$ cat config.mk
export PLATFORM = sky130hd
export DESIGN_NAME = calc_alu
export DESIGN_NICKNAME = d
export VERILOG_FILES = /design/src/rtl/calc_pkg.sv /design/src/rtl/calc_alu.sv
export SDC_FILE = /design/constraint.sdc
export NUM_CORES = 1
export LEC_CHECK = 0
export BUFFER_PORTS_ARGS = -buffer_cell sky130_fd_sc_hd__buf_2
export CAP_MARGIN = 20
export CORE_MARGIN = 2
export CORE_UTILIZATION = 50
export DETAILED_ROUTE_END_ITERATION = 8
export PLACE_DENSITY = 0.67
export SYNTH_ARGS = -nofsm -noshare
export SYNTH_HDL_FRONTEND = slang
export SYNTH_SLANG_ARGS = --single-unit
$ cat constraint.sdc
create_clock -name CLK -period 6.1 [get_ports CLK]
set_input_delay 0 -clock CLK [delete_from_list [all_inputs] [get_ports CLK]]
set_output_delay 0 -clock CLK [all_outputs]
set_load 0.005 [all_outputs]
$ cat src/rtl/calc_pkg.sv
// Shared types and constants for the calculator: operation codes, FSM
// states and the default operand width used by entry, ALU and display.
package calc_pkg;

   localparam int WIDTH = 20;

   typedef enum logic [1:0] {
      ADD = 2'd0,
      SUB = 2'd1,
      MUL = 2'd2,
      DIV = 2'd3
   } op_t;

   typedef enum logic [1:0] {
      IDLE = 2'd0,
      RUN  = 2'd1,
      DONE = 2'd2
   } state_t;

endpackage

$ cat src/rtl/calc_alu.sv
// Calculator ALU: single-cycle ADD/SUB, iterative shift-add MUL and
// restoring DIV, one iteration per clock, with a one-cycle done pulse.
module calc_alu #(
   parameter int WIDTH = calc_pkg::WIDTH
) (
   input  logic                 CLK,
   input  logic                 RST,
   input  logic                 start,
   input  logic [1:0]           op,
   input  logic [WIDTH-1:0]     a,
   input  logic [WIDTH-1:0]     b,
   output logic                 busy,
   output logic                 done,
   output logic [2*WIDTH-1:0]   result,
   output logic [WIDTH-1:0]     rem,
   output logic                 neg,
   output logic                 err
);

   import calc_pkg::*;

   state_t               state;
   state_t               state_nx;
   op_t                  op_in;
   op_t                  op_r;
   logic [WIDTH-1:0]     b_r;
   logic [2*WIDTH-1:0]   mcand;
   logic [WIDTH-1:0]     shreg;
   logic [2*WIDTH:0]     acc;
   logic [4:0]           cnt;

   logic                 is_add;
   logic                 is_sub;
   logic                 is_dz;
   logic                 fast;
   logic                 last;
   logic [2*WIDTH:0]     sum_ab;
   logic                 lt;
   logic [WIDTH-1:0]     diff;

   logic [2*WIDTH:0]     mul_acc;
   logic [WIDTH:0]       div_sh;
   logic [WIDTH:0]       div_try;
   logic                 div_ge;
   logic [WIDTH-1:0]     div_rem;
   logic [WIDTH-1:0]     div_quo;

   assign op_in  = op_t'(op);
   assign is_add = (op_in == ADD);
   assign is_sub = (op_in == SUB);
   assign is_dz  = (op_in == DIV) && (b == '0);
   assign fast   = is_add || is_sub || is_dz;
   assign last   = (cnt == 5'(WIDTH - 1));

   assign sum_ab = (2*WIDTH+1)'(a) + (2*WIDTH+1)'(b);
   assign lt     = (a < b);
   assign diff   = lt ? (b - a) : (a - b);

   assign busy = (state == RUN);
   assign done = (state == DONE);

   // One MUL step (LSB first) and one restoring DIV step (MSB first).
   // For DIV, acc holds the partial remainder and shreg the dividend
   // being shifted out while quotient bits shift in from the right.
   always_comb begin
      mul_acc = acc + (shreg[0] ? {1'b0, mcand} : '0);
      div_sh  = {acc[WIDTH-1:0], shreg[WIDTH-1]};
      div_try = div_sh - {1'b0, b_r};
      div_ge  = ~div_try[WIDTH];
      div_rem = div_ge ? div_try[WIDTH-1:0] : div_sh[WIDTH-1:0];
      div_quo = {shreg[WIDTH-2:0], div_ge};
   end

   always_ff @(posedge CLK) begin
      if (RST) state <= IDLE;
      else     state <= state_nx;
   end

   always_comb begin
      state_nx = state;
      unique case (state)
         IDLE:    if (start) state_nx = fast ? DONE : RUN;
         RUN:     if (last) state_nx = DONE;
         DONE:    state_nx = IDLE;
         default: state_nx = IDLE;
      endcase
   end

   always_ff @(posedge CLK) begin
      if (RST) begin
         op_r   <= ADD;
         b_r    <= '0;
         mcand  <= '0;
         shreg  <= '0;
         acc    <= '0;
         cnt    <= '0;
         result <= '0;
         rem    <= '0;
         neg    <= 1'b0;
         err    <= 1'b0;
      end else begin
         unique case (state)
            IDLE: begin
               if (start) begin
                  op_r  <= op_in;
                  b_r   <= b;
                  mcand <= (2*WIDTH)'(a);
                  shreg <= (op_in == MUL) ? b : a;
                  acc   <= '0;
                  cnt   <= '0;
                  unique case (1'b1)
                     is_add: begin
                        result <= sum_ab[2*WIDTH-1:0];
                        rem    <= '0;
                        neg    <= 1'b0;
                        err    <= 1'b0;
                     end
                     is_sub: begin
                        result <= (2*WIDTH)'(diff);
                        rem    <= '0;
                        neg    <= lt;
                        err    <= 1'b0;
                     end
                     is_dz: begin
                        result <= '0;
                        rem    <= '0;
                        neg    <= 1'b0;
                        err    <= 1'b1;
                     end
                     default: ;
                  endcase
               end
            end
            RUN: begin
               cnt <= cnt + 5'd1;
               if (op_r == MUL) begin
                  acc   <= mul_acc;
                  mcand <= mcand << 1;
                  shreg <= shreg >> 1;
               end else begin
                  acc   <= (2*WIDTH+1)'(div_rem);
                  shreg <= div_quo;
               end
               if (last) begin
                  cnt <= '0;
                  neg <= 1'b0;
                  err <= 1'b0;
                  if (op_r == MUL) begin
                     result <= mul_acc[2*WIDTH-1:0];
                     rem    <= '0;
                  end else begin
                     result <= (2*WIDTH)'(div_quo);
                     rem    <= div_rem;
                  end
               end
            end
            DONE: ;
            default: ;
         endcase
      end
   end

endmodule

Yosys cells after proc, flatten, opt, wreduce, memory -nomap -nowiden. Index checks and enable logic that the tools add are counted.

Register bits after elaboration: 192. Input bits: 45. Output and inout bits: 64. Logic and storage cells: 88.

$add $sub $neg: 6. Magnitude comparators: 1. Equality and inequality tests: 14. Mux-type cells: 37. Bitwise logic cells: 1. Reduce and logical (&&, ||, !) cells: 18.

Operators by type and width (number): two-way mux 40 bit (6); two-way mux 20 bit (9); case mux 40 bit (2 select lines) (2); case mux 40 bit (3 select lines) (1); two-way mux 41 bit (2); case mux 41 bit (2 select lines) (1); case mux 20 bit (2 select lines) (2); adder 41 x 40 -> 41 bit (1); subtractor 20 bit (2); adder 20 x 20 -> 21 bit (1); subtractor 21 x 20 -> 21 bit (1); zero test 20 bit (1); < comparator 20 bit (1); AND reduction 4 bit (4); two-way mux 5 bit (2); case mux 5 bit (2 select lines) (1); == test 2 bit, second input constant (4); case mux 1 bit (2 select lines) (4); two-way mux 2 bit (3); inequality test 3 bit, second input constant (2); AND reduction 2 bit (3); adder 5 x 1 -> 5 bit, second input constant (1); == test 5 bit, second input constant (1); == test 2 x 1 -> 1 bit, second input constant (2); 13 further kinds (20).

Logic depth before layout (Yosys ltp). Gate-level depths: netlist of run 1.

Depth after elaboration: 6. Mapped depth: 14.

Least setup slack after synthesis of run 1. Ideal clock, no wire load.

Path kind: register -> register. Start point: reg shreg[0]. End point: reg acc[39]. Library setup time: 0.062 ns. Data arrival time: 2.880 ns. Required time: 6.038 ns. Setup slack: 3.158 ns. Cell stages (with the launch flop): 14. Path through: dfxtp_1 clkbuf_1 and2_1 ha_1 buf_6 a21o_1 a21o_1 a21o_1 a311oi_1 nor3_2 a31oi_4 o311ai_4 a2111o_1 nand3_1.

Cells in the longest elaborated chain, start to end: 4.

RTL lines: from (decl) (line calc_alu.sv:28) `logic [WIDTH-1:0] shreg;`; from (signal assigned) (line calc_alu.sv:108) `shreg <= (op_in == MUL) ? b : a;`; from (signal assigned) (line calc_alu.sv:139) `shreg <= shreg >> 1;`; from (signal assigned) (line calc_alu.sv:142) `shreg <= div_quo;`; two-way mux 40 bit (line calc_alu.sv:66) `mul_acc = acc + (shreg[0] ? {1'b0, mcand} : '0);`; adder 41 x 40 -> 41 bit (line calc_alu.sv:66); two-way mux 41 bit (line calc_alu.sv:136) `if (op_r == MUL) begin`; case mux 41 bit (2 select lines) (line calc_alu.sv:102) `unique case (state)`; to (signal assigned) (line calc_alu.sv:137) `acc <= mul_acc;`; to (signal assigned) (line calc_alu.sv:141) `acc <= (2*WIDTH+1)'(div_rem);`; to (decl) (line calc_alu.sv:29) `logic [2*WIDTH:0] acc;`.

Every way passes these cells. A chain may end at the register's enable or synchronous reset.

Worst setup path after layout of run 1.
Start point: in a[0]. End point: reg result[2].

Cells in the longest elaborated chain, start to end: 5.

RTL lines: from (decl) (line calc_alu.sv:10) `input logic [WIDTH-1:0] a,`; subtractor 20 bit / < comparator 20 bit (equally long branches) (line calc_alu.sv:57, calc_alu.sv:56); two-way mux 20 bit (line calc_alu.sv:57) `assign diff = lt ? (b - a) : (a - b);`; case mux 40 bit (3 select lines) (*) (line calc_alu.sv:111) `unique case (1'b1)`; two-way mux 40 bit (*) (line calc_alu.sv:104) `if (start) begin`; case mux 40 bit (2 select lines) (*) (line calc_alu.sv:102); to (signal assigned) (line calc_alu.sv:113) `result <= sum_ab[2*WIDTH-1:0];`; to (signal assigned) (line calc_alu.sv:119) `result <= (2*WIDTH)'(diff);`; to (signal assigned) (line calc_alu.sv:149) `result <= mul_acc[2*WIDTH-1:0];`; to (decl) (line calc_alu.sv:14) `output logic [2*WIDTH-1:0] result,`.

Every way passes the cells marked *; elsewhere a longest branch is shown, timed or not. The select of a mux whose other input is x is not followed.

==> flow_summary.toml, run 1 <==
[synthesis]
yosys_warnings = 0
ys_seq_elements = 191
synth_nets = 2142
yosysSeqAreaShare = 0.257
synth_cells = 1973
syn_avg_cell_area_um2 = 7.54
ys_types = 95
synth_area_um2 = 14900
synth-edff-count = 0
async_reset_ff_frac = 0
ys_dominant_reg_cell = "dfxtp_1"

[placed_design]
routabilityCongestion = 0.945
hpwl_um = 37700
io_buffers = 108
post-place-ws_ns = 2.34
post-place-cells = 2365

[drt]
dr.pass1.iters = 5
routed_wl_um = 51600
drt_iter0_markers = 1395
ant_nets = 0
drc = 0
wl_per_cell_um = 21.2
vias = 15500
viasPerCell = 6.35

[clocking]
insertion_delay_ns = 0.46
cts_root_buffer = "clkbuf_16"
clk_pin_slew_ns = 0.08
cts_buffer_depth = 2
tritoncts = "yes"
h-tree-depth = 4
cts_setup_buffers = 0
cts_buffers = 17
clock-sinks = 191

[global_route]
antenna_found_initial = 1
first_global_vias = 14600
grt_pass1_wl_um = 80700
grt_max_degree = 68
grt_usage = 0.328
grt_remaining_overflow = 0

[sta]
fin_tns_setup_ns = 0
slew_violations = 0
fmax_mhz = 255
fin_crit_sh = 0.642
setup_viol = 0
worst_slew_pin_slew_ns = 1.16
rsz0062_at_grt = "false"
slew_headroom = 0.219
fin_crit_ns = 3.91
skew_ns = 0.0171
setup_ws_ns = 2.19
hold_viol_final = 0

[pwr]
switching_share = 0.348
ir_drop_uv = 203
intPower_mw = 2.34
clkPwrFrac = 0.328
combPwrFrac = 0.291
power.share.sequential = 0.380
p_leak_nw = 7.05
p_per_area_nw_per_um2 = 217
p_sw_mw = 1.25

[worst_hold_path]
hp-start = "start"
hold_path.class = "primary input to flop"

[job]
drv_cap = 0

[setup_path]
crit_path_end_kind = "flop"
crit_path_start = "a[0]"
start_kind = "primary input"
critical_path.max_fanout = 11
crit_required_ns = 6.42
reg2reg_from = "state[1]$_SDFFE_PP0P_"
critPathKind = "primary input to flop"
arrival_ns = 4.23

[finish]
area_delta_synth_final_pct = 11.4
finalNetCount = 2208
drive_gt1_frac = 0.101
fin_cells = 2440
multi_input_area_um2 = 10200
layout.area.seq_um2 = 3820
n_antenna_cell = 0
num-fill-cells = 2873

[floorplan]
boundaryPins = 109
rows = 63
start_util = 0.505
chipWidth_um = 177
coreArea_um2 = 29500
die-height_um = 177
die-area_um2 = 31200

[status]
status = "completed"
==> worst max-delay path, stage by stage <==
cell and delay, ns:
dlygate4sd3_1 0.56, buf_2 0.17, inv_1 0.06, ha_1 0.18
inv_1 0.06, fa_1 0.40, a211oi_1 0.36, nor3_2 0.13
o31ai_4 0.34, a21boi_1 0.19, nor2_1 0.86, mux2i_1 0.39
xnor2_1 0.12, a221oi_1 0.27, a211oi_1 0.11
==> path summary, 6_finish.rpt <==
kind / endpoint / slack [ns] / cells past startpoint
setup / recovery: result[2]$_SDFFE_PP0P_ / 2.19 / 15
hold / removal: b_r[8]$_SDFFE_PP0P_ / 0.25 / 5
setup reg to reg: result[13]$_SDFFE_PP0P_ / 2.22 / 8
hold reg to reg: result[36]$_SDFFE_PP0P_ / 0.44 / 2
==> cells by family (layout without fill, tap and decap cells) <==
| kind of cell | Yosys count | after routing | synth area share |
|---|---|---|---|
| multiplexers | 28 | 28 | 0.0192 |
| AO/OA/AOI/OAI | 641 | 641 | 0.296 |
| adder cells (fa/ha/maj) | 124 | 124 | 0.107 |
| XOR/XNOR | 61 | 61 | 0.0359 |
| AND/OR/NAND/NOR | 708 | 708 | 0.222 |
| buffers and inverters | 220 | 297 | 0.0627 |
| flip-flops | 191 | 191 | 0.257 |
==> layout make-up <==
| class | count | area share |
|---|---|---|
| inverters | 94 | 0.0213 |
| multi-input cells | 1562 | 0.612 |
| clock buffers | 18 | 0.0265 |
| well taps | 390 | 0.0294 |
| flip-flops and latches | 191 | 0.231 |
| repair buffers | 173 | 0.0702 |
| clock inverters | 12 | 0.00951 |
==> synth_stat cells (27+ instances only) <==
library cell    n  area (um2)
nand2_1       264         991
dfxtp_1       191        3820
a21oi_1       190         951
nor2_1        173         649
ha_1          119        1490
inv_1          94         353
clkbuf_1       85         319
o21ai_0        79         395
nand3_1        53         265
a311oi_1       45         394
nor3_1         44         220
xnor2_1        44         385
a21o_1         42         315
and2_1         42         263
a211oi_1       40         300
nor2b_1        29         181
a31oi_1        27         169
==> state kept, by name, indices dropped and copies added, names as in the netlist <==
name and cells:
result 40, op_r 2, acc 40, state 2, shreg 20, neg 1
rem 20, b_r 20, err 1, cnt 5, mcand 40
==> what timing repair did <==
item                                   CTS  global route
hold buffers                            43             0
gates resized for setup                  0             0
endpoints found under the hold margin   68             0
setup endpoints to repair                0             0
==> per-layer routing <==
layer,vias up,track usage,share of wire,routed length (um)
li1,7284,-,-,-
met1,7336,0.442,0.43,22200
met2,738,0.524,0.45,23300
met3,146,0.0385,0.074,3810
met4,0,0.153,0.044,2290
met5,-,0,0,0
==> placed cells by master, fill, tap and decap left out, types with 20 or more instances in the layout <==
cell           instances
nor2b_1               28
ha_1                 119
a21o_1                42
a21oi_1              190
nor3_1                44
and2_1                42
inv_1                 93
o21ai_0               79
nand3_1               53
o211ai_1              20
nor2_1               171
a311oi_1              45
o21bai_1              21
o21a_1                24
nand2_1              262
a31oi_1               27
dlygate4sd3_1         43
dfxtp_1              191
a211oi_1              40
xnor2_1               44
mux2i_1               24
buf_2                107
buf_4                 21
==> power by group through the flow <==
stage / clock [mW] / sequential, mW / combinational [mW]
4_1_cts: 1.19 / 1.36 / 1.02
5_1_grt: 1.23 / 1.37 / 1.14
2_1_floorplan: 0 / 1.37 / 0.715
3_3_place_gp: 0 / 1.39 / 0.988
3_5_place_dp: 0 / 1.39 / 0.994
6_report: 1.18 / 1.37 / 1.05
==> per-stage QoR <==
stage | cell area, um2 | power, mW | utilization | hold WS, ns
2_1_floorplan | 14900 | 2.08 | - | 0.136
3_3_place_gp | 15500 | 2.38 | 0.526 | 0.307
3_5_place_dp | 15500 | 2.38 | 0.526 | 0.320
4_1_cts | 16500 | 3.58 | 0.561 | 0.239
5_1_grt | 16600 | 3.74 | 0.562 | 0.276
6_report | 16600 | 3.59 | 0.562 | 0.250
Power figures use the tool's default switching activity.
==> inputs of run 2 (changes only) <==
--- a/config.mk
+++ b/config.mk
@@ -10,7 +10,7 @@
 export CORE_MARGIN = 2
 export CORE_UTILIZATION = 50
 export DETAILED_ROUTE_END_ITERATION = 8
-export PLACE_DENSITY = 0.67
+export PLACE_DENSITY = 0.7
 export SYNTH_ARGS = -nofsm -noshare
 export SYNTH_HDL_FRONTEND = slang
 export SYNTH_SLANG_ARGS = --single-unit
==> constraint.sdc (replaced) <==
create_clock -name CLK -period 3.2 [get_ports CLK]
set_input_delay 0 -clock CLK [delete_from_list [all_inputs] [get_ports CLK]]
set_output_delay 0 -clock CLK [all_outputs]
set_load 0.005 [all_outputs]
==> flow_summary.toml, run 2 (same netlist as run 1, synthesis figures left out) <==
[job]
drv_cap = 0

[worst_hold_path]
hp-start = "a[2]"
hold_path.class = "primary input to flop"
min_path_cells = 4
whs_endpoint = "mcand[2]$_SDFFE_PP0P_"

[drt]
dr.pass1.iters = 8
wl_per_cell_um = 20.9
drc = 0
ant_nets = 0
routed_wl_um = 52900
vias = 15700
drt_iter0_markers = 1596
viasPerCell = 6.22

[setup_path]
reg2reg_from = "shreg[0]$_SDFFE_PP0P_"
critPathBufInv = 3
critical_path.max_fanout = 9
crit_slowest_cell = "dlygate4sd3_1"
crit_top_cell = "a31oi_1"
path_cells = "dlygate4sd3_1 > buf_2 > inv_1 > ha_1 > nand2_1 > o21bai_1 > a211o_1 > a31oi_1 > a21oi_1 > o211a_1 > a31oi_1 > mux2i_1 > a311oi_1"
arrival_ns = 3.46
start_kind = "primary input"
ff2ff_path_depth = 12
critPathKind = "primary input to flop"
critPathTopFamily = "compound AO/OA/AOI/OAI gates"
crit_path_end_kind = "flop"
slowest_delay_ns = 0.52
crit_required_ns = 3.51
r2r_slack_ns = 0.09
r2r-end = "acc[18]$_SDFFE_PP0P_"

[sta]
slew_headroom = 0.523
fin_crit_ns = 3.15
fin_crit_sh = 0.983
hold_viol_final = 0
setup_viol = 0
worst_slew_pin_slew_ns = 0.715
fmax_mhz = 318
slew_violations = 0
fin_tns_setup_ns = 0
skew_ns = 0.0143

[placed_design]
routabilityCongestion = 0.948
io_buffers = 108
hpwl_um = 39800

[clocking]
cts_buffers = 17
cts_root_buffer = "clkbuf_16"
cts_buffer_depth = 2
clock-sinks = 191
tritoncts = "yes"
h-tree-depth = 4
clk_pin_slew_ns = 0.08
insertion_delay_ns = 0.46

[global_route]
grt_max_degree = 124
grt_usage = 0.334
grt_pass1_wl_um = 82300
grt_remaining_overflow = 0
antenna_found_initial = 1
first_global_vias = 14900

[finish]
layout_common_cells = "nand2_1 (262), dfxtp_1 (190), a21oi_1 (188)"
multi_input_area_um2 = 10300
layout.area.seq_um2 = 3830
layout_commonest_cell = "nand2_1"
area_delta_synth_final_pct = 17.1
finalNetCount = 2293
drive_gt1_frac = 0.151
top_regs = "acc: 40 flops, mcand: 40 flops, result: 40 flops"
n_antenna_cell = 0
num-fill-cells = 2795

[pwr]
p_per_area_nw_per_um2 = 400
p_leak_nw = 7.52
finalPower_mw = 6.97
ir_drop_uv = 360

[floorplan]
die-area_um2 = 31200
die-height_um = 177
start_util = 0.505
boundaryPins = 109
chipWidth_um = 177
rows = 63
coreArea_um2 = 29500

[status]
status = "completed"
==> run 2: cell types whose count changed in the layout (fill, tap and decap cells not counted), moves of 3 or more <==
| cell | change |
|---|---|
| clkinv_2 | -3 |
| clkinvlp_4 | +3 |
| mux2i_1 | -7 |
| dlygate4sd3_1 | -3 |
| mux2i_4 | +4 |
| clkbuf_1 | +3 |
| buf_4 | +84 |
| mux2i_2 | +3 |
==> run 2: area by class of cell <==
type,count,area share
clock buffer,23,0.0274
clock inverter,9,0.00567
inverter,94,0.0202
multi-input combinational,1562,0.594
sequential,191,0.220
tap,390,0.0280
timing repair buffer,258,0.105
==> run 2: tightest hold or removal path: stages <==
cell and delay (ns):
buf_2 0.10, buf_4 0.15, nand2_1 0.07, a311oi_1 0.08
==> run 2: worst max path at each step <==
stage / from / endpoint / slack, ns / cells past startpoint
4_1_cts: shreg[0]$_SDFFE_PP0P_ / result[35]$_SDFFE_PP0P_ / -0.007 / 12
5_1_grt: a[1] / result[13]$_SDFFE_PP0P_ / -0.01 / 12
3_5_place_dp: shreg[19]$_SDFFE_PP0P_ / acc[9]$_SDFFE_PP0P_ / -0.03 / 14
3_3_place_gp: shreg[19]$_SDFFE_PP0P_ / acc[9]$_SDFFE_PP0P_ / 0.03 / 14
2_1_floorplan: shreg[0]$_SDFFE_PP0P_ / acc[39]$_SDFFE_PP0P_ / 0.26 / 13
6_report: a[3] / result[17]$_SDFFE_PP0P_ / 0.05 / 13
==> run 2: repair_timing <==
action                                 in CTS  in global routing
pin swaps                                   0                  9
setup buffers                               0                  3
endpoints found under the hold margin      61                  0
setup endpoints to repair                   8                 65
cloned                                      0                  0
hold buffers                               40                  0
gates resized for setup                     3                 40
==> run 2: per-stage QoR <==
stage          area [um2]  hold slack (ns)  cells  setup slack [ns]  utilization
4_1_cts             17200          0.00370   2523          -0.00734        0.583
3_5_place_dp        16200            0.306   2451           -0.0284        0.549
2_1_floorplan       14900            0.136   1973             0.258            -
5_1_grt             17400           0.0174   2527           -0.0104        0.591
3_3_place_gp        16200            0.305   2451            0.0300        0.549
6_report            17400           0.0149   2527            0.0537        0.591
==> run 2: where the power goes <==
group | switching [mW] | internal, mW | total [mW]
clock | 1.01 | 1.15 | 2.16
sequential | 0.119 | 2.49 | 2.61
combinational | 1.32 | 0.883 | 2.20
==> run 2: metal layers <==
metal  track usage  up-vias  part of all wire  wire (um)
met5             0        -           0.00026         14
met4         0.130        2             0.037       1930
met2         0.549      725              0.46      24400
met3        0.0448      121             0.073       3880
met1         0.444     7418              0.43      22600
li1              -     7445                 -          -
